===== config.mk =====
export PLATFORM = sky130hd
export DESIGN_NAME = uart_error_monitor
export DESIGN_NICKNAME = d
export VERILOG_FILES = /design/src/rtl/uart_error_monitor.sv
export SDC_FILE = /design/constraint.sdc
export NUM_CORES = 1
export LEC_CHECK = 0
export BUFFER_PORTS_ARGS = -buffer_cell sky130_fd_sc_hd__buf_2
export CAP_MARGIN = 20
export CORE_ASPECT_RATIO = 0.9
export CORE_MARGIN = 1.5
export CORE_UTILIZATION = 63
export DETAILED_ROUTE_END_ITERATION = 8
export PLACE_DENSITY_LB_ADDON = 0.25
export RECOVER_POWER = 50
export SKIP_LAST_GASP = 1
export SYNTH_ARGS = -nofsm -noshare
export SYNTH_HDL_FRONTEND = slang
export SYNTH_SLANG_ARGS = --single-unit

===== constraint.sdc =====
create_clock -name clk -period 10.2 [get_ports clk]
set_input_delay 1.02 -clock clk [delete_from_list [all_inputs] [get_ports clk]]
set_output_delay 1.02 -clock clk [all_outputs]
set_load 0.02 [all_outputs]

===== src/rtl/uart_error_monitor.sv =====
// uart_error_monitor: sticky UART RX error flags, saturating counters, break/timeout detection, maskable irq
//
// Sits between the RX bit/frame FSM and the register interface.
// Class bit order everywhere: {overrun, timeout, break, parity, frame}.
//
// Ports:
//   clk, rst        clock, asynchronous active-high reset
//   frame_error     stop-bit error pulse (suppressed while a break is active)
//   parity_error    parity mismatch pulse
//   overrun_error   RX FIFO overrun pulse
//   frame_active    high while the RX FSM is inside a frame
//   bit_valid       strobe at each bit mid-sample point
//   rx_filtered     synchronised RX line, idle high
//   cycles_per_bit  clocks per bit period
//   timeout_bits    idle bit periods before a character timeout, 0 disables
//   err_clear       write-1-to-clear per status bit
//   cnt_clear       zero all error counters
//   irq_mask        per-class interrupt enable
//   err_status      sticky error flags
//   err_count       per-class saturating counters, class i at [i*CNT_W +: CNT_W]
//   first_error     class of the first error since status was clear, 3'b111 = none
//   error_detected  any status bit set
//   irq             any enabled status bit set
//   break_active    line currently held in break
//
// Build option: define UART_ERR_COUNTERS_EN to implement the error counters;
// otherwise err_count reads 0 and cnt_clear is ignored.
module uart_error_monitor #(
  parameter int CNT_W      = 8,
  parameter int CPB_W      = 16,
  parameter int TO_W       = 4,
  parameter int BREAK_BITS = 10
) (
  input  logic                 clk,
  input  logic                 rst,
  input  logic                 frame_error,
  input  logic                 parity_error,
  input  logic                 overrun_error,
  input  logic                 frame_active,
  input  logic                 bit_valid,
  input  logic                 rx_filtered,
  input  logic [CPB_W-1:0]     cycles_per_bit,
  input  logic [TO_W-1:0]      timeout_bits,
  input  logic [4:0]           err_clear,
  input  logic                 cnt_clear,
  input  logic [4:0]           irq_mask,
  output logic [4:0]           err_status,
  output logic [5*CNT_W-1:0]   err_count,
  output logic [2:0]           first_error,
  output logic                 error_detected,
  output logic                 irq,
  output logic                 break_active
);
  localparam int TW = CPB_W + TO_W;
  localparam int BW = $clog2(BREAK_BITS + 1);
  localparam logic [TW:0] TWO = 2;
  typedef enum logic [1:0] {B_IDLE, B_COUNT, B_ACTIVE} bstate_t;
  typedef enum logic {T_IDLE, T_ARMED} tstate_t;
  bstate_t         b_q;
  logic [BW-1:0]   bcnt_q;
  logic            brk_q;
  tstate_t         t_q;
  logic [TW-1:0]   tcnt_q, thr_q, thr_now;
  logic            fa_q;
  logic [4:0]      st_q, st_d, ev;
  logic [2:0]      fe_q, fe_d, fe_idx;
  logic            det_q, irq_q, brk_ev, to_ev;
  assign thr_now = TW'(cycles_per_bit) * TW'(timeout_bits);
  // Break fires on the strobe that completes BREAK_BITS consecutive low samples.
  assign brk_ev = b_q == B_COUNT && bit_valid && !rx_filtered && bcnt_q == BW'(BREAK_BITS - 1);
  // Fires when the idle counter steps onto threshold-1.
  assign to_ev  = t_q == T_ARMED && !frame_active && rx_filtered && ({1'b0, tcnt_q} + TWO >= {1'b0, thr_q});
  assign ev     = {overrun_error, to_ev, brk_ev, parity_error, frame_error && b_q != B_ACTIVE};
  assign st_d   = (st_q & ~err_clear) | ev;
  assign fe_idx = ev[0] ? 3'd0 : ev[1] ? 3'd1 : ev[2] ? 3'd2 : ev[3] ? 3'd3 : 3'd4;
  assign fe_d   = (st_q == '0 && |ev) ? fe_idx : st_d == '0 ? 3'b111 : fe_q;
  always_ff @(posedge clk or posedge rst) begin
    if (rst) begin
      st_q  <= '0;
      fe_q  <= 3'b111;
      det_q <= 1'b0;
      irq_q <= 1'b0;
    end else begin
      st_q  <= st_d;
      fe_q  <= fe_d;
      det_q <= |st_d;
      irq_q <= |(st_d & irq_mask);
    end
  end
  always_ff @(posedge clk or posedge rst) begin
    if (rst) begin
      b_q    <= B_IDLE;
      bcnt_q <= '0;
      brk_q  <= 1'b0;
    end else begin
      case (b_q)
        B_IDLE: if (bit_valid && !rx_filtered) begin
          b_q    <= B_COUNT;
          bcnt_q <= BW'(1);
        end
        B_COUNT: if (rx_filtered) begin
          b_q    <= B_IDLE;
          bcnt_q <= '0;
        end else if (brk_ev) begin
          b_q    <= B_ACTIVE;
          bcnt_q <= '0;
          brk_q  <= 1'b1;
        end else if (bit_valid) bcnt_q <= bcnt_q + 1'b1;
        B_ACTIVE: if (rx_filtered) begin
          b_q   <= B_IDLE;
          brk_q <= 1'b0;
        end
        default: b_q <= B_IDLE;
      endcase
    end
  end
  always_ff @(posedge clk or posedge rst) begin
    if (rst) begin
      t_q    <= T_IDLE;
      tcnt_q <= '0;
      thr_q  <= '0;
      fa_q   <= 1'b0;
    end else begin
      fa_q <= frame_active;
      case (t_q)
        T_IDLE: if (fa_q && !frame_active && thr_now != '0) begin
          t_q    <= T_ARMED;
          tcnt_q <= '0;
          thr_q  <= thr_now;
        end
        T_ARMED: if (frame_active) t_q <= T_IDLE;
        else if (!rx_filtered) tcnt_q <= '0;
        else if (to_ev) t_q <= T_IDLE;
        else tcnt_q <= tcnt_q + 1'b1;
        default: t_q <= T_IDLE;
      endcase
    end
  end
`ifdef UART_ERR_COUNTERS_EN
  logic [4:0][CNT_W-1:0] cnt_q;
  // A clear coinciding with an event leaves the count at 1.
  always_ff @(posedge clk or posedge rst) begin
    if (rst) cnt_q <= '0;
    else for (int i = 0; i < 5; i++)
      cnt_q[i] <= cnt_clear ? CNT_W'(ev[i]) : cnt_q[i] + CNT_W'(ev[i] && cnt_q[i] != '1);
  end
  assign err_count = cnt_q;
`else
  logic unused_cnt_clear;
  assign unused_cnt_clear = cnt_clear;
  assign err_count = '0;
`endif
  assign err_status     = st_q;
  assign first_error    = fe_q;
  assign error_detected = det_q;
  assign irq            = irq_q;
  assign break_active   = brk_q;
endmodule

# Word-level counts from Yosys, hierarchy flattened
# Cells that the tools add are included.
dict set report classes {
  n_bitwise 5
  n_mux 30
  magnitude_cmp 1
  eq_ne 13
  n_addsub 3
  mul 1
  reduce_logical 28
}
# cell count
set op_table {}
lappend op_table {{$mux W20} 4}
lappend op_table {{$pmux W20 S2} 1}
lappend op_table {{$add A20 B2 Y21 const B} 1}
lappend op_table {{$ge A21 B20 Y1} 1}
lappend op_table {{$add A20 B1 Y20 const B} 1}
lappend op_table {{$mul A16 B4 Y20} 1}
lappend op_table {{$reduce_bool A20 Y1} 1}
lappend op_table {{$mux W3} 6}
lappend op_table {{$mux W4} 4}
lappend op_table {{$reduce_or A5 Y1} 3}
lappend op_table {{$ne A2 B2 Y1 const B} 7}
lappend op_table {{$logic_and A1 B1 Y1} 11}
lappend op_table {{$and A5 B5 Y5} 2}
lappend op_table {{$logic_not A5 Y1} 2}
lappend op_table {{$reduce_and A3 Y1} 3}
lappend op_table {{$mux W2} 4}
lappend op_table {{$pmux W4 S2} 1}
lappend op_table {{$mux W1} 7}
lappend op_table {{$ne A3 B3 Y1 const B} 2}
lappend op_table {{$pmux W2 S3} 1}
lappend op_table {{$reduce_bool A2 Y1} 3}
lappend op_table {{$not A5 Y5} 1}
lappend op_table {{$or A5 B5 Y5} 1}
lappend op_table {{$add A4 B1 Y4 const B} 1}
lappend op_table {{10 further kinds} 12}
dict set report word_totals {
  input_bits 39
  word_cells 92
  output_inout_bits 51
  reg_bits 59
}

# Longest topological paths before layout
# Gate-level depths: netlist (run 1).
dict set report logic_depth {
  word_depth 9
  mapped_depth 19
  ltp_nobuf 18
}

# Worst setup path before layout (run 1)
# No wires, ideal clock.
dict set report synth_timing {
  path_kind {input to register}
  startpoint {in timeout_bits[3]}
  endpoint {reg thr_q[1]}
  stages 17
  setup_time_ns 0.125
  arrival_time_ns 4.865
  setup_slack_ns 5.211
  cell_sequence {clkbuf_1 -> and2_1 -> fa_1 -> inv_1 -> fa_1 -> inv_1 -> ha_1 -> a21o_1 -> a21oi_2 -> a21boi_1 -> o21a_1 -> or3_1 -> a2111oi_0 -> and3_1 -> or2_4 -> buf_4 -> mux2_2}
}
dict set report synth_between {
  elab_chain_cells 4
}
# element line
set synth_lines {}
lappend synth_lines {{from (decl)} 43} ;# input logic [TO_W-1:0] timeout_bits,
lappend synth_lines {{$mul A16 B4 Y20} 68} ;# assign thr_now = TW'(cycles_per_bit) * TW'(timeout_bits);
lappend synth_lines {{$reduce_bool A20 Y1} 126} ;# T_IDLE: if (fa_q && !frame_active && thr_now != '0) begin
lappend synth_lines {{$logic_and A1 B1 Y1} 126}
lappend synth_lines {{$reduce_and A2 Y1 (no line)} -}
lappend synth_lines {{to (signal assigned)} 129} ;# thr_q <= thr_now;
lappend synth_lines {{to (decl)} 63} ;# logic [TW-1:0] tcnt_q, thr_q, thr_now;
# Every way passes these cells.
# A chain may end at the register's enable or synchronous reset.

# Final worst setup path (run 1)
dict set report layout_timing {
  startpoint {in timeout_bits[3]}
  endpoint {reg thr_q[9]}
}
dict set report layout_between {
  elab_chain_cells 4
}
# element line
set layout_lines {}
lappend layout_lines {{$mul A16 B4 Y20 (*)} 68}
lappend layout_lines {{$reduce_bool A20 Y1} 126}
lappend layout_lines {{$logic_and A1 B1 Y1} 126}
lappend layout_lines {{$reduce_and A2 Y1 (no line)} -}
# Every way passes the cells marked *; elsewhere a longest branch is shown, timed or not.

==> impl_metrics.csv, run 1 <==
group,metric,value,unit
place,dp_cells,853,
routing,wl_per_cell,14.3,um
timing,clock_skew,0.0128,ns
setup_path,path_class,"primary input to register",
timing,fin_crit_sh,0.562,
setup_path,critPathTopFamily,"adder cells",
worst_hold_path,hp-class,"register to register",
synth,synth_ff_type,"dfrtp_1",
place,io_buffers,48,
grt,grt_pass1_wl,21300,um
synth,yosysTopAreaCell,"dfrtp_1",
grt,antenna_found_initial,0,
setup_path,worstPathRequired,10.42,ns
timing,tns,0,ns
clock_tree,cts_resized,0,
layout,register_area,1480,um^2
worst_hold_path,min_to,"bcnt_q[3]$_DFFE_PP0P_",
setup_path,path_buf_inv,3,
grt,gr-usage-all-layers,0.260,
flow_run,drv_cap,1,
worst_hold_path,hold_depth,1,
setup_path,cp.depth,16,
layout,final_area,6350,um^2
setup_path,reg2regPathDepth,15,
grt,grt_start_max_net_pins,60,
die,core,9210,um^2
layout,multi_input_area,3920,um^2
layout,nNetsFinal,857,
clock_tree,root_buffer,"clkbuf_8",
timing,worst_pin_slew,3.16,ns
setup_path,crit_chain,"buf_2, and2_1, fa_1, inv_1, fa_1, inv_1, ha_1, a21o_1, a211o_1, a31oi_2, o21bai_1, xor2_1, a2111oi_0, and3_1, or2_4, mux2_2",
die,rows,33,
layout,final_cell_mix,"88 x inv_1, 63 x nand2_1, 56 x dfrtp_1, 48 x ha_1, 46 x buf_2",
clock_tree,cts_tree,"done",
timing,fmax,0.175,GHz
worst_hold_path,hp-start,"bcnt_q[3]$_DFFE_PP0P_",
routing,antenna_left,0,
die,die_area,10100,um^2
place,dp_hpwl,9550,um
die,io_pins,90,
synth,synth_seq_area_share,0.246,
clock_tree,clkLatencyLatePin,0.35,ns
routing,vias,4997,
clock_tree,htree_num_levels,3,
timing,hold_ws,0.492,ns
setup_path,critPathSlowestCell,"fa_1",
setup_path,worstReg2RegEnd,"tcnt_q[7]$_DFFE_PP0P_",
layout,drive_above_1_share,0.130,
setup_path,critPathMaxFanout,39,
setup_path,regToRegStartpoint,"tcnt_q[2]$_DFFE_PP0P_",
synth,synthCells,709,
synth,synth.cell_area,6010,um^2
clock_tree,cts_setup_buffers,0,
timing,finalSetupViolCount,0,
die,die_w,106,um
run_status,status,"finished, violations left",
routing,via_per_inst,5.75,
setup_path,slowest_delay,0.54,ns
die,die_h,95.6,um
timing,fin_crit,5.73,ns
setup_path,cp.arrival,5.95,ns
layout,finalNonFillerCells,869,
synth,synth_seq_cells,59,
synth,synth-async-reset-ratio,1.00,
timing,worst_slack,4.47,ns
synth,synth_edf_count,0,
layout,area_delta_synth_final,5.64,%
power,leakagePower,3.15,nW
routing,remaining_drc_errors,0,
setup_path,endpoint_kind,"register",
timing,finalHoldViolCount,0,
place,postPlaceCellArea,6130,um^2
layout,fill_cells,747,
place,gp_routability_congestion,0.856,
clock_tree,cts_sinks,59,
power,max-vdd-ir-drop,0.0878,mV
clock_tree,cts_buffers,9,
timing,relSlewSlack,-1.11,
run_status,violations,"max-capacitance violations, max-slew violations",
power,power,0.907,mW
routing,drtIter0Drc,318,
die,initial_core_util,0.653,
layout,fin_util,0.689,
layout,n_antenna_cell,0,
clock_tree,path_clk_slew,0.07,ns
layout,final_common_cell,"inv_1",
setup_path,crit_path_start_kind,"primary input",
routing,first_pass_iters,7,
setup_path,r2r_slack,5.12,ns
timing,rsz0062_at_grt,"false",
clock_tree,clk_path_buf_depth,2,
place,pre_cts_ws,4.15,ns
timing,slew_viol_final,60,
synth,synth_cell_types,66,
grt,grt_pass1_vias,4789,
clock_tree,hold_buffers,0,
routing,wirelength,12400,um
grt,grt.overflow.total,0,
synth,avgSynthCellArea,8.47,um^2
synth,yosys-top-cells-area,"dfrtp_1 23%, ha_1 10%, fa_1 9.3%",
synth,synth_top_cell_area_share,0.233,
power,power_per_cell_area,143,nW/um^2
synth,ys_warn_count,0,
[worst max-delay path by stage]
stage                                  to       startpoint  slack (ns)
floorplan            thr_q[1]$_DFFE_PP0P_  timeout_bits[3]        5.21
global placement    thr_q[19]$_DFFE_PP0P_  timeout_bits[3]        4.24
detailed placement  thr_q[18]$_DFFE_PP0P_  timeout_bits[3]        4.15
CTS                  thr_q[9]$_DFFE_PP0P_  timeout_bits[3]        4.51
global route         thr_q[9]$_DFFE_PP0P_  timeout_bits[3]        4.18
finish               thr_q[9]$_DFFE_PP0P_  timeout_bits[3]        4.47
[routing by layer]
layer	routed length (um)	up-vias	GRT usage
met5	0	-	0
met4	164	0	0.0664
met3	680	21	0.0451
met2	5940	149	0.452
met1	5650	2413	0.339
li1	-	2414	-
[cells in the mapped netlist (15+ instances only)]
library cell  count
inv_1            88
nand2_1          63
dfrtp_1          56
ha_1             48
and2_1           46
buf_4            41
a21oi_1          34
nand3_1          30
o21ai_0          30
fa_1             28
nor2_1           22
clkbuf_1         19
xor2_1           19
a31o_2           15
o31ai_1          15
[state kept, by name (all words and copies together), names as in the netlist]
name and flops:
thr_q 20, bcnt_q 4, t_q 1, irq 1, first_error 3, error_detected 1, break_active 1, b_q 2
tcnt_q 20, err_status 5, fa_q 1
[area by class of cell]
class	count	area share
Multi-Input combinational cell	534	0.618
Sequential cell	59	0.233
Inverter	89	0.0526
Timing Repair Buffer	49	0.0380
Tap cell	122	0.0240
Clock buffer	11	0.0223
Clock inverter	5	0.0122
[logic make-up after synthesis]
logic type / share of synthesized area
fa+ha+maj: 0.193
xor+xnor: 0.0452
flops: 0.246
compound gates: 0.167
buf+inv: 0.126
simple gates: 0.197
other cells: 0.000624
mux: 0.0258
[power breakdown]
part | internal [mW] | leakage [nW] | total [mW] | switching [mW]
sequential | 0.277 | 0.743 | 0.301 | 0.0241
combinational | 0.146 | 2.29 | 0.368 | 0.222
clock | 0.143 | 0.109 | 0.238 | 0.0942
[worst reg2reg max path: stages, from the launching register on]
cell and delay (ns):
dfrtp_1 0.48, ha_1 0.37, nand3_1 0.21, nor2_1 0.27, and4_1 0.31, and3_1 0.27, xor2_1 0.12, ha_1 0.22
a22o_1 0.24, o41ai_1 0.30, nand3_1 0.18, o31ai_1 0.56, nand3b_1 0.80, a21oi_1 0.36, a311oi_1 0.06, and3_1 0.22
Note: power is estimated with default switching activity, not from simulation.
==> run 2, diff against run 1 <==
--- a/config.mk
+++ b/config.mk
@@ -9,7 +9,7 @@
 export CAP_MARGIN = 20
 export CORE_ASPECT_RATIO = 0.9
 export CORE_MARGIN = 1.5
-export CORE_UTILIZATION = 63
+export CORE_UTILIZATION = 59
 export DETAILED_ROUTE_END_ITERATION = 8
 export PLACE_DENSITY_LB_ADDON = 0.25
 export RECOVER_POWER = 50
==> constraint.sdc (replaced) <==
create_clock -name clk -period 5.8 [get_ports clk]
set_input_delay 0.58 -clock clk [delete_from_list [all_inputs] [get_ports clk]]
set_output_delay 0.58 -clock clk [all_outputs]
set_load 0.02 [all_outputs]
==> impl_metrics.csv, run 2 (same netlist as run 1, synthesis figures left out) <==
group,metric,value,unit
run_status,status,"finished, violations left",
run_status,violations,"max-capacitance violations, max-slew violations",
routing,first_pass_iters,6,
routing,antenna_left,0,
die,die_area,10800,um^2
worst_hold_path,hold_depth,3,
timing,slew_viol_final,60,
timing,fin_crit,4.83,ns
worst_hold_path,hp-class,"primary input to register",
die,initial_core_util,0.614,
layout,finalNonFillerCells,876,
layout,fin_util,0.657,
clock_tree,htree_num_levels,3,
setup_path,critPathMaxFanout,8,
clock_tree,cts_resized,0,
grt,grt.overflow.total,0,
layout,final_cell_mix,"88 x inv_1, 63 x nand2_1, 56 x dfrtp_1, 48 x ha_1, 47 x buf_2",
clock_tree,cts_setup_buffers,0,
routing,drtIter0Drc,366,
grt,grt_pass1_wl,22300,um
clock_tree,clk_path_buf_depth,2,
place,dp_cells,860,
timing,hold_ws,0.457,ns
setup_path,worstPathRequired,6.08,ns
place,dp_hpwl,9840,um
setup_path,path_class,"register to register",
grt,grt_start_max_net_pins,60,
setup_path,reg2regPathDepth,16,
power,power,1.65,mW
die,core,9780,um^2
place,io_buffers,48,
clock_tree,cts_tree,"done",
grt,gr-usage-all-layers,0.256,
power,p_clk_frac,0.290,
power,p_seq_frac,0.319,
clock_tree,root_buffer,"clkbuf_16",
timing,worst_pin_slew,3.13,ns
power,power_per_cell_area,257,nW/um^2
die,io_pins,90,
power,comb_power_share,0.391,
place,pre_cts_ws,0.736,ns
clock_tree,cts_sinks,59,
flow_run,drv_cap,1,
setup_path,endpoint_kind,"register",
layout,drive_above_1_share,0.135,
routing,remaining_drc_errors,0,
grt,antenna_found_initial,0,
clock_tree,path_clk_slew,0.05,ns
routing,vias,5067,
timing,fmax,0.207,GHz
clock_tree,clkLatencyLatePin,0.34,ns
timing,worst_slack,0.971,ns
clock_tree,hold_buffers,0,
power,intPower,1.04,mW
layout,nNetsFinal,860,
power,max-vdd-ir-drop,0.170,mV
layout,final_area,6430,um^2
timing,clock_skew,0.00978,ns
place,postPlaceCellArea,6160,um^2
timing,fin_crit_sh,0.833,
layout,fill_cells,825,
routing,wl_per_cell,14.5,um
place,gp_routability_congestion,0.845,
timing,finalSetupViolCount,0,
timing,finalHoldViolCount,0,
timing,tns,0,ns
clock_tree,cts_buffers,9,
layout,area_delta_synth_final,7.00,%
timing,rsz0062_at_grt,"false",
setup_path,cp.arrival,5.11,ns
layout,n_antenna_cell,0,
die,die_h,98.7,um
timing,relSlewSlack,-1.09,
setup_path,crit_path_start_kind,"register",
power,p_switching,0.611,mW
layout,final_common_cell,"inv_1",
die,die_w,109,um
grt,grt_pass1_vias,5031,
routing,wirelength,12700,um
die,rows,34,
power,switching_share,0.369,
power,leakagePower,3.19,nW
routing,via_per_inst,5.78,
run 2: changes by cell type in the layout (fill, tap and decap cells not counted), sizes merged:
cell and delta:
clkbuf -1, clkinv +3, buf +4, clkinvlp -1, bufinv -2
run 2: power by group through the flow:
| stage | Clock (mW) | Combinational (mW) | Sequential (mW) |
|---|---|---|---|
| finish | 0.480 | 0.647 | 0.527 |
| detailed placement | 0 | 0.642 | 0.533 |
| floorplan | 0 | 0.515 | 0.531 |
| global route | 0.508 | 0.740 | 0.536 |
| global placement | 0 | 0.620 | 0.530 |
| CTS | 0.486 | 0.649 | 0.527 |
run 2: final cells by class:
class                           count  area, um^2  share of cell area
Clock inverter                      5        28.8             0.00448
Timing Repair Buffer               52         265              0.0413
Clock buffer                       11         243              0.0378
Sequential cell                    59        1480               0.230
Multi-Input combinational cell    534        3920               0.610
Inverter                           89         334              0.0520
Tap cell                          126         158              0.0245
run 2: worst max-delay path: stages, from the launching register on:
cell and delay, ns:
dfrtp_1 0.48, ha_1 0.38, nand3_1 0.22, nor2_1 0.27, and4_1 0.33, and3_1 0.28, xor2_1 0.10, ha_1 0.20
a22o_1 0.23, o41ai_1 0.34, nand3_1 0.19, o31ai_1 0.64, o21ai_1 0.23, nor4b_1 0.51, inv_1 0.14, nand3b_1 0.11
o21a_1 0.12
run 2: path summary, 6_finish.rpt:
check / from / end / slack [ns]
min reg2reg: bcnt_q[3]$_DFFE_PP0P_ / bcnt_q[3]$_DFFE_PP0P_ / 0.49
min: irq_mask[3] / irq$_DFF_PP0_ / 0.46
min in group asynchronous: rst / tcnt_q[4]$_DFFE_PP0P_ / 1.44
max in group asynchronous: rst / tcnt_q[14]$_DFFE_PP0P_ / 2.57
max: tcnt_q[2]$_DFFE_PP0P_ / first_error[0]$_DFFE_PP1P_ / 0.97
max reg2reg: tcnt_q[2]$_DFFE_PP0P_ / first_error[0]$_DFFE_PP1P_ / 0.97
run 2: layer usage:
layer | vias to the layer above | routed length (um) | global-route usage
li1 | 2417 | - | -
met1 | 2473 | 5820 | 0.336
met2 | 157 | 6020 | 0.430
met3 | 20 | 693 | 0.0470
met4 | 0 | 178 | 0.0769
met5 | - | 0 | 0
